<file path="src/rtl/mac_lookup_requester.sv">
// ---------------------------------------------------------------------------
// mac_lookup_requester
//   Ingress-side initiator for the switch MAC lookup/learning table. Parses
//   DA (bytes 0-5) and SA (bytes 6-11) from the ingress byte stream, issues
//   one lookup+learn request per frame, waits for the table response, emits
//   a per-frame forwarding decision and then drains the rest of the frame.
//
// Optional feature macro: MAC_REQ_TIMEOUT_EN
//   defined   : WAIT is bounded by TIMEOUT_CYCLES; on expiry the lookup is
//               treated as a miss (flood) and o_timeout_err pulses.
//   undefined : WAIT lasts until a response arrives; o_timeout_err tied 0.
//
// Ports
//   clk, reset          clock, asynchronous active-high reset
//   i_rx_*/o_rx_ready   ingress byte stream (valid/ready, sof/eof, port)
//   o_req_*/i_req_ready lookup request (DA, SA, ingress port)
//   i_rsp_*             single-cycle lookup response strobe
//   o_fwd_*/i_fwd_ready forwarding decision (mask, flood flag)
//   o_runt_drop         1-cycle pulse: frame ended inside the header
//   o_timeout_err       1-cycle pulse: lookup response timed out
// ---------------------------------------------------------------------------
module mac_lookup_requester #(
  parameter int ADDR_WIDTH     = 48,
  parameter int PORTS          = 16,
  parameter int PORT_W         = 4,
  parameter int TIMEOUT_CYCLES = 64
) (
  input  logic                  clk,
  input  logic                  reset,
  input  logic                  i_rx_valid,
  input  logic [7:0]            i_rx_data,
  input  logic                  i_rx_sof,
  input  logic                  i_rx_eof,
  input  logic [PORT_W-1:0]     i_rx_port,
  output logic                  o_rx_ready,
  output logic                  o_req_valid,
  input  logic                  i_req_ready,
  output logic [ADDR_WIDTH-1:0] o_req_dst_mac,
  output logic [ADDR_WIDTH-1:0] o_req_src_mac,
  output logic [PORT_W-1:0]     o_req_in_port,
  input  logic                  i_rsp_valid,
  input  logic                  i_rsp_found,
  input  logic [PORT_W-1:0]     i_rsp_port,
  output logic                  o_fwd_valid,
  input  logic                  i_fwd_ready,
  output logic [PORTS-1:0]      o_fwd_mask,
  output logic                  o_fwd_flood,
  output logic                  o_runt_drop,
  output logic                  o_timeout_err
);

  localparam int HDR_W     = 2 * ADDR_WIDTH;
  localparam int HDR_BYTES = HDR_W / 8;
  localparam int CNT_W     = $clog2(HDR_BYTES + 1);
  localparam logic [CNT_W-1:0] LAST_BYTE = CNT_W'(HDR_BYTES - 1);

  typedef enum logic [2:0] {
    S_IDLE  = 3'd0,
    S_HDR   = 3'd1,
    S_REQ   = 3'd2,
    S_WAIT  = 3'd3,
    S_FWD   = 3'd4,
    S_DRAIN = 3'd5
  } state_t;

  state_t             r_state, w_state;
  logic [CNT_W-1:0]   r_cnt, w_cnt;
  logic [HDR_W-1:0]   r_hdr, w_hdr;
  logic [PORT_W-1:0]  r_in_port, w_in_port;
  logic               r_eof_seen, w_eof_seen;
  logic [PORTS-1:0]   r_fwd_mask, w_fwd_mask;
  logic               r_fwd_flood, w_fwd_flood;
  logic               r_runt_drop, w_runt_drop;
  logic               r_timeout_err, w_timeout_err;
  logic               r_rx_ready, w_rx_ready;
  logic               r_req_valid, w_req_valid;
  logic               r_fwd_valid, w_fwd_valid;

  logic                  w_beat;
  logic                  w_start;
  logic                  w_resolve;
  logic                  w_found;
  logic                  w_mcast;
  logic [ADDR_WIDTH-1:0] w_da;

`ifdef MAC_REQ_TIMEOUT_EN
  localparam int TO_W = $clog2(TIMEOUT_CYCLES);
  localparam logic [TO_W-1:0] TO_LAST = TO_W'(TIMEOUT_CYCLES - 1);
  logic [TO_W-1:0] r_to_cnt, w_to_cnt;
`endif

  // Next-state, datapath and registered-output decode for the frame FSM
  always_comb begin
    w_state       = r_state;
    w_cnt         = r_cnt;
    w_hdr         = r_hdr;
    w_in_port     = r_in_port;
    w_eof_seen    = r_eof_seen;
    w_fwd_mask    = r_fwd_mask;
    w_fwd_flood   = r_fwd_flood;
    w_runt_drop   = 1'b0;
    w_timeout_err = 1'b0;
    w_start       = 1'b0;
    w_resolve     = 1'b0;
    w_found       = 1'b0;
    w_beat        = i_rx_valid & r_rx_ready;
    w_da          = r_hdr[HDR_W-1:ADDR_WIDTH];
    // Broadcast is all-ones; group bit is the LSB of the first DA byte.
    w_mcast       = (&w_da) | w_da[ADDR_WIDTH-8];
`ifdef MAC_REQ_TIMEOUT_EN
    w_to_cnt      = r_to_cnt;
`endif

    case (r_state)
      S_IDLE: begin
        if (w_beat && i_rx_sof) begin
          w_start = 1'b1;
        end else begin
          w_state = S_IDLE;
        end
      end
      S_HDR: begin
        if (w_beat && i_rx_sof) begin
          w_start = 1'b1;
        end else if (w_beat) begin
          w_hdr = {r_hdr[HDR_W-9:0], i_rx_data};
          if (r_cnt == LAST_BYTE) begin
            w_state    = S_REQ;
            w_eof_seen = i_rx_eof;
          end else if (i_rx_eof) begin
            w_state     = S_IDLE;
            w_runt_drop = 1'b1;
          end else begin
            w_cnt = r_cnt + CNT_W'(1);
          end
        end else begin
          w_state = S_HDR;
        end
      end
      S_REQ: begin
        if (i_req_ready) begin
          w_state = S_WAIT;
`ifdef MAC_REQ_TIMEOUT_EN
          w_to_cnt = '0;
`endif
        end else begin
          w_state = S_REQ;
        end
      end
      S_WAIT: begin
        if (i_rsp_valid) begin
          w_resolve = 1'b1;
          w_found   = i_rsp_found;
          w_state   = S_FWD;
        end else begin
`ifdef MAC_REQ_TIMEOUT_EN
          // Expiry counts as a miss; a same-cycle response took the branch above.
          if (r_to_cnt == TO_LAST) begin
            w_resolve     = 1'b1;
            w_found       = 1'b0;
            w_timeout_err = 1'b1;
            w_state       = S_FWD;
          end else begin
            w_to_cnt = r_to_cnt + TO_W'(1);
          end
`else
          w_state = S_WAIT;
`endif
        end
      end
      S_FWD: begin
        if (i_fwd_ready) begin
          w_state = r_eof_seen ? S_IDLE : S_DRAIN;
        end else begin
          w_state = S_FWD;
        end
      end
      S_DRAIN: begin
        if (w_beat && i_rx_sof) begin
          w_start = 1'b1;
        end else if (w_beat && i_rx_eof) begin
          w_state = S_IDLE;
        end else begin
          w_state = S_DRAIN;
        end
      end
      default: begin
        w_state = S_IDLE;
      end
    endcase

    // A SOF beat always opens a new header, whatever was in progress.
    if (w_start) begin
      w_hdr       = {{(HDR_W-8){1'b0}}, i_rx_data};
      w_cnt       = CNT_W'(1);
      w_in_port   = i_rx_port;
      w_runt_drop = i_rx_eof;
      w_state     = i_rx_eof ? S_IDLE : S_HDR;
    end else begin
      w_cnt = w_cnt;
    end

    if (w_resolve) begin
      if (w_mcast || !w_found) begin
        w_fwd_mask  = ~(PORTS'(1) << r_in_port);
        w_fwd_flood = 1'b1;
      end else if (i_rsp_port == r_in_port) begin
        w_fwd_mask  = '0;
        w_fwd_flood = 1'b0;
      end else begin
        w_fwd_mask  = PORTS'(1) << i_rsp_port;
        w_fwd_flood = 1'b0;
      end
    end else begin
      w_fwd_mask = w_fwd_mask;
    end

    w_rx_ready  = (w_state == S_IDLE) || (w_state == S_HDR) || (w_state == S_DRAIN);
    w_req_valid = (w_state == S_REQ);
    w_fwd_valid = (w_state == S_FWD);
  end

  // State and output registers
  always_ff @(posedge clk or posedge reset) begin
    if (reset) begin
      r_state       <= S_IDLE;
      r_cnt         <= '0;
      r_hdr         <= '0;
      r_in_port     <= '0;
      r_eof_seen    <= 1'b0;
      r_fwd_mask    <= '0;
      r_fwd_flood   <= 1'b0;
      r_runt_drop   <= 1'b0;
      r_timeout_err <= 1'b0;
      r_rx_ready    <= 1'b0;
      r_req_valid   <= 1'b0;
      r_fwd_valid   <= 1'b0;
`ifdef MAC_REQ_TIMEOUT_EN
      r_to_cnt      <= '0;
`endif
    end else begin
      r_state       <= w_state;
      r_cnt         <= w_cnt;
      r_hdr         <= w_hdr;
      r_in_port     <= w_in_port;
      r_eof_seen    <= w_eof_seen;
      r_fwd_mask    <= w_fwd_mask;
      r_fwd_flood   <= w_fwd_flood;
      r_runt_drop   <= w_runt_drop;
      r_timeout_err <= w_timeout_err;
      r_rx_ready    <= w_rx_ready;
      r_req_valid   <= w_req_valid;
      r_fwd_valid   <= w_fwd_valid;
`ifdef MAC_REQ_TIMEOUT_EN
      r_to_cnt      <= w_to_cnt;
`endif
    end
  end

  assign o_rx_ready    = r_rx_ready;
  assign o_req_valid   = r_req_valid;
  assign o_req_dst_mac = r_hdr[HDR_W-1:ADDR_WIDTH];
  assign o_req_src_mac = r_hdr[ADDR_WIDTH-1:0];
  assign o_req_in_port = r_in_port;
  assign o_fwd_valid   = r_fwd_valid;
  assign o_fwd_mask    = r_fwd_mask;
  assign o_fwd_flood   = r_fwd_flood;
  assign o_runt_drop   = r_runt_drop;
  assign o_timeout_err = r_timeout_err;

endmodule

</file>
<file path="config.mk">
export PLATFORM = sky130hd
export DESIGN_NAME = mac_lookup_requester
export DESIGN_NICKNAME = d
export VERILOG_FILES = /design/src/rtl/mac_lookup_requester.sv
export SDC_FILE = /design/constraint.sdc
export NUM_CORES = 1
export LEC_CHECK = 0
export BUFFER_PORTS_ARGS = -buffer_cell sky130_fd_sc_hd__buf_2
export CAP_MARGIN = 20
export CORE_MARGIN = 5
export CORE_UTILIZATION = 48
export CTS_CLUSTER_SIZE = 8
export DETAILED_ROUTE_END_ITERATION = 10
export GPL_ROUTABILITY_DRIVEN = 0
export PLACE_DENSITY = 0.76
export SETUP_SLACK_MARGIN = 0.15
export SLEW_MARGIN = 10
export SYNTH_ARGS = -nofsm -noshare
export SYNTH_HDL_FRONTEND = slang
export SYNTH_SLANG_ARGS = --single-unit
</file>
<file path="constraint.sdc">
create_clock -name clk -period 4.15 [get_ports clk]
set_input_delay 0.83 -clock clk [delete_from_list [all_inputs] [get_ports clk]]
set_output_delay 0.83 -clock clk [all_outputs]
set_load 0.1 [all_outputs]
</file>
==> run_results.csv, run 1 <==
group,metric,value,unit
status,status,"completed",
global_route,grt_usage,20.40,%
setup_path,startpoint_type,"register",
place,dpl_cell_area,0.006392,mm2
timing,max_freq,429.7,MHz
timing,worst_slew_pin_slew,0.9075,ns
setup_path,cp_data_arrival_time,1.50,ns
setup_path,reg2reg_depth,4,
synthesis,synth_seq_area_share,57.38,%
flow_run,maxCapViolCount,0,
route,via_per_inst,5.477,
global_route,antenna_found_initial,0,
global_route,grt_pass1_vias,4744,
setup_path,critical-path-top-delay-family,"flip-flops",
power_and_ir_drop,power.leakage,3.362,nW
cts,h-tree-depth,4,
timing,finalHoldViolCount,0,
finish,n_fill_cell,972,
place,io_buffer_count,145,
setup_path,worstPathMaxFanout,11,
route,wl,14070,um
synthesis,synth_area_leaders,"dfrtp_1, nand2_1, a21oi_1",
synthesis,yosysTopAreaCell,"dfrtp_1",
timing,final_max_slew_viol_count,0,
synthesis,avgSynthCellArea,9.283,um2
hold_path,hp-class,"register to register",
finish,layout.cells.non_filler,888,
cts,clkTransAtPathRegs,0.05,ns
timing,period_minus_slack,2.327,ns
synthesis,netlist_instances,606,
setup_path,worstReg2RegStart,"r_state[0]",
cts,cts-resized-gates,0,
power_and_ir_drop,peakVddDrop,445.0,uV
setup_path,cp.required,3.32,ns
timing,fin_skew,0.009731,ns
synthesis,syn-cell-area,0.005625,mm2
route,drt-initial-drc-count,436,
finish,utilization,60.49,%
finish,fin_nets,758,
finish,final_cell_mix,"nand2_1, buf_2, dfrtp_1, a21oi_1, clkbuf_16",
setup_path,cp_slowest_cell,"dfrtp_1",
route,drtPass1Iterations,7,
setup_path,r2r_end,"r_hdr[41]",
setup_path,crit_buf_inv,1,
global_route,grt_pass1_wl,23560,um
synthesis,synthArstFlopShare,100.0,%
place,dp_hpwl,9566,um
synthesis,synth_top_area_share,57.38,%
finish,final_common_cell,"nand2_1",
setup_path,path_depth,1,
die,fp.dieW,118.3,um
cts,clock_sinks,129,
cts,clk_latency,0.42,ns
synthesis,synth-edff-count,0,
finish,fin_area,0.006937,mm2
timing,rsz0062_at_grt,"no",
synthesis,synth.distinct_cells,49,
die,dieArea,0.01398,mm2
synthesis,synth-seq-cells,129,
timing,whs,0.4735,ns
setup_path,crit_path_end_kind,"output port",
setup_path,reg2reg_slack,1.97,ns
timing,setup_violations,0,
cts,root_buffer,"clkbuf_16",
setup_path,slowest_delay,0.57,ns
power_and_ir_drop,power_density,473.8,mW/mm2
die,start_util,49.06,%
die,coreArea,0.01147,mm2
setup_path,critical_path_class,"register to output port",
cts,tritoncts,"done",
finish,drive_gt1_share,26.85,%
synthesis,ys.flop_type,"dfrtp_1",
timing,slew_headroom,39.37,%
route,avgRoutedWirePerCell,15.84,um
setup_path,crit_chain,"buf_2",
cts,post-cts-setup-buffers,0,
finish,antenna_cells,0,
cts,cts_buffers,17,
synthesis,ys_warn_count,0,
timing,fin_crit_sh,56.08,%
timing,fin_tns_setup,0,ns
route,drc,0,
die,rows,39,
route,postRouteAntennaNets,0,
cts,clock_path_buffers,2,
place,post-place-cells,856,
synthesis,synth_fp_nets,632,
global_route,grt_max_degree,91,
finish,synthToLayoutAreaGrowth,23.31,%
route,vias,4864,
setup_path,crit_start,"o_req_in_port[0]",
die,io_pins,147,
cts,hold_buffers,0,
global_route,grt_overflow_total,0,
setup_path,endpoint,"o_req_in_port[0]",
die,chipHeight,118.3,um
kinds of logic after synthesis:
logic type	count (synthesis)	synth area share (%)
other cells	1	0.06666
flops	129	57.38
simple gates	266	20.95
compound gates	147	14.84
mux	9	1.802
fa+ha+maj	1	0.2224
buf+inv	49	4.115
xor+xnor	4	0.6227
power by group:
part | switching [mW] | internal, mW | total [mW]
clock network | 0.550 | 0.796 | 1.35
registers | 0.0538 | 1.31 | 1.36
logic | 0.481 | 0.100 | 0.581
synthesized netlist by cell type (5+ instances only):
| cell type | n |
|---|---|
| nand2_1 | 203 |
| dfrtp_1 | 129 |
| a21oi_1 | 103 |
| clkbuf_1 | 23 |
| buf_2 | 14 |
| nor2_1 | 13 |
| o21ai_0 | 11 |
| a211oi_1 | 9 |
| mux2_2 | 9 |
| nor3_1 | 9 |
| nand2b_1 | 8 |
| a31oi_1 | 6 |
| inv_1 | 6 |
| nor2b_1 | 6 |
| o31ai_1 | 5 |
stage by stage:
step / setup slack, ns / total power [mW]
global route: 1.769 / 3.414
detailed placement: 1.593 / 1.964
CTS: 1.806 / 3.312
global placement: 1.629 / 1.954
floorplan: 1.725 / 1.855
finish: 1.823 / 3.286
registers in the layout, indices dropped and copies added (netlist names):
name / cells
o_req_in_port: 4
o_runt_drop: 1
r_eof_seen: 1
o_req_valid: 1
o_fwd_flood: 1
r_hdr: 96
o_rx_ready: 1
o_fwd_mask: 16
o_fwd_valid: 1
r_cnt: 4
r_state: 3
how the worst min path moves through the flow:
stage	start	to	slack, ns	depth (start not counted)
detailed placement	o_fwd_mask[14]	o_fwd_mask[14]	0.47	2
global placement	o_fwd_mask[12]	o_fwd_mask[12]	0.47	2
finish	o_fwd_mask[14]	o_fwd_mask[14]	0.47	2
global route	o_fwd_mask[3]	o_fwd_mask[3]	0.53	2
CTS	o_fwd_mask[14]	o_fwd_mask[14]	0.48	2
floorplan	r_eof_seen	r_eof_seen	0.50	1
layout make-up:
type	count	area [um2]	area share, %
sequential	129	3228	46.54
multi-input combinational	428	2171	31.30
timing repair buffer	150	788.3	11.36
clock buffer	21	460.4	6.638
tap	143	178.9	2.579
clock inverter	11	83.83	1.209
inverter	6	26.28	0.3788
routing by layer:
metal  track usage (%)  wire (um)  vias up
li1                  -          -     2296
met1             26.07       5740     2352
met2             32.31       6918      193
met3             7.498       1177       23
met4             6.667        230        0
met5                 0          0        -
No activity file was read; power rests on OpenSTA's default activity.
==> run 2, diff against run 1 <==
- clock period: 4.15 -> 1.95 ns (I/O delays scaled with it)
==> run 2 against run 1 <==
Net effect: non-clock buffer count rose by 19; largest cell class unchanged; clock power rose by 140%; sequential share of layout area fell by 2.2 points; flip-flop and latch count did not move; clock skew fell by 0.0032 ns; largest power group is now the clock network; cell area is 5.3% higher; critical endpoint is now r_hdr[72]; first-iteration DRC count up 20%; critical path depth increased by 5; combinational power is 130% higher.
==> run_results.csv, run 2 (synthesized netlist as in run 1, its figures left out) <==
group,metric,value,unit
flow_run,maxCapViolCount,0,
finish,final_cell_mix,"nand2_1, buf_2, dfrtp_1, a21oi_1, clkbuf_16",
finish,fin_nets,777,
setup_path,cp_slowest_cell,"or4b_4",
timing,slew_headroom,55.48,%
setup_path,worstPathMaxFanout,26,
global_route,grt_max_degree,130,
global_route,grt_pass1_vias,4781,
place,io_buffer_count,145,
route,avgRoutedWirePerCell,16.23,um
cts,root_buffer,"clkbuf_16",
finish,n_fill_cell,922,
setup_path,crit_path_end_kind,"register",
route,drt-initial-drc-count,525,
power_and_ir_drop,p_total,7.497,mW
cts,tritoncts,"done",
route,vias,5009,
power_and_ir_drop,power.share.clock,43.5,%
power_and_ir_drop,internal_power,5.156,mW
die,dieArea,0.01398,mm2
setup_path,cp_data_arrival_time,2.13,ns
timing,period_minus_slack,1.798,ns
timing,rsz0062_at_grt,"yes",
finish,largest_reg_flops,96,
timing,finalHoldViolCount,0,
route,drtPass1Iterations,4,
cts,clk_latency,0.41,ns
status,status,"completed",
finish,final_common_cell,"nand2_1",
cts,clock_sinks,129,
timing,worst_slew_pin_slew,0.6679,ns
power_and_ir_drop,p_switching,2.342,mW
finish,drive_gt1_share,30.63,%
timing,fin_crit_sh,92.19,%
cts,hold_buffers,0,
die,fp.dieW,118.3,um
finish,antenna_cells,0,
die,coreArea,0.01147,mm2
die,io_pins,147,
setup_path,slowest_delay,0.59,ns
setup_path,cp.required,2.28,ns
die,chipHeight,118.3,um
power_and_ir_drop,power.leakage,3.560,nW
timing,final_max_slew_viol_count,0,
global_route,grt_pass1_wl,23880,um
finish,synthToLayoutAreaGrowth,29.87,%
cts,clkTransAtPathRegs,0.06,ns
finish,regArea,0.003236,mm2
route,via_per_inst,5.523,
cts,clock_path_buffers,2,
global_route,antenna_found_initial,0,
setup_path,cp_common_cell,"buf_12",
setup_path,startpoint_type,"register",
place,place_ws,0.06905,ns
hold_path,hp-class,"input pin to asynchronous set/reset pin",
die,rows,39,
timing,fin_ws,0.1524,ns
setup_path,crit_chain,"or4b_4 -> nor2_4 -> buf_12 -> buf_12 -> nand2_1 -> a21oi_1",
power_and_ir_drop,switching_share,31.24,%
global_route,grt_overflow_total,0,
die,start_util,49.06,%
cts,cts_buffers,17,
timing,setup_violations,0,
power_and_ir_drop,seq_power_share,38.7,%
cts,h-tree-depth,4,
place,dp_hpwl,9732,um
power_and_ir_drop,p_comb_share,17.8,%
global_route,grt_usage,20.57,%
finish,regMostFlops,"r_hdr",
power_and_ir_drop,power_density,1026,mW/mm2
route,drc,0,
finish,multiInputGateArea,0.002247,mm2
timing,max_freq,556.3,MHz
setup_path,critical_path_class,"register to register",
route,wl,14720,um
route,postRouteAntennaNets,0,
power_and_ir_drop,peakVddDrop,939.7,uV
timing,fin_skew,0.006509,ns
==> run 2: cell count changes in the layout (fill, tap and decap cells not counted), sizes merged <==
cell and change:
buf +19, bufinv +3, clkinv -2, clkinvlp -2, inv +2, clkbuf -1
==> run 2: cell type report <==
cell class	instances	share of cell area, %
Timing Repair Buffer	169	13.77
Multi-Input combinational cell	428	30.76
Clock buffer	20	6.251
Inverter	6	0.3597
Clock inverter	12	2.124
Tap cell	143	2.449
Sequential cell	129	44.29
==> run 2: power by group through the flow <==
stage          clock network [mW]  logic [mW]  registers [mW]
6_report                     3.26        1.33            2.90
5_1_grt                      3.43        1.40            2.92
4_1_cts                      3.31        1.33            2.90
3_5_place_dp                    0        1.32            2.95
3_3_place_gp                    0        1.30            2.94
2_1_floorplan                   0       0.420            3.56
==> run 2: per-stage QoR <==
step	hold slack, ns	cells	TNS [ns]	area, um2	util (%)
after floorplan	0.4954	606	-5.681	5669	-
after global routing	0.1954	907	0	7306	63.71
after CTS	0.1653	905	0	7254	63.26
final	0.1654	907	0	7306	63.71
after global placement	0.4625	871	0	6620	57.73
after detailed placement	0.4763	871	0	6620	57.73
==> run 2: worst paths after layout <==
kind                                start          endpoint  slack, ns  cells after the start
max                            r_state[1]         r_hdr[72]       0.15                      6
min                                 reset         r_hdr[46]       0.17                      3
max reg2reg                    r_state[1]         r_hdr[72]       0.15                      6
min reg2reg                o_fwd_mask[14]    o_fwd_mask[14]       0.48                      2
max in group asynchronous           reset  o_req_in_port[0]       1.24                      3
min in group clk             i_rx_port[2]  o_req_in_port[2]       0.18                      3
==> run 2: metal layers <==
layer | up-vias | share of wire [%] | GRT usage (%) | wire, um
li1 | 2344 | - | - | -
met1 | 2463 | 43 | 27.38 | 6293
met3 | 24 | 6.0 | 5.253 | 884
met2 | 178 | 50 | 33.09 | 7311
met4 | 0 | 1.6 | 6.738 | 231
met5 | - | 0 | 0 | 0
==> run 2: repair_timing <==
item,CTS,global route
setup buffers,2,2
pin swaps,0,6
resized for setup,2,9
endpoints found under the setup margin,44,105
hold endpoints to repair,0,0
gates cloned,0,0
==> run 2: critical path, delay by kind of cell (launching register included) <==
kind / cells / cell delay (ns)
AO/OA/AOI/OAI: 1 / 0.13
buffers and inverters: 2 / 0.35
AND/OR/NAND/NOR: 3 / 0.82
flip-flops: 1 / 0.42
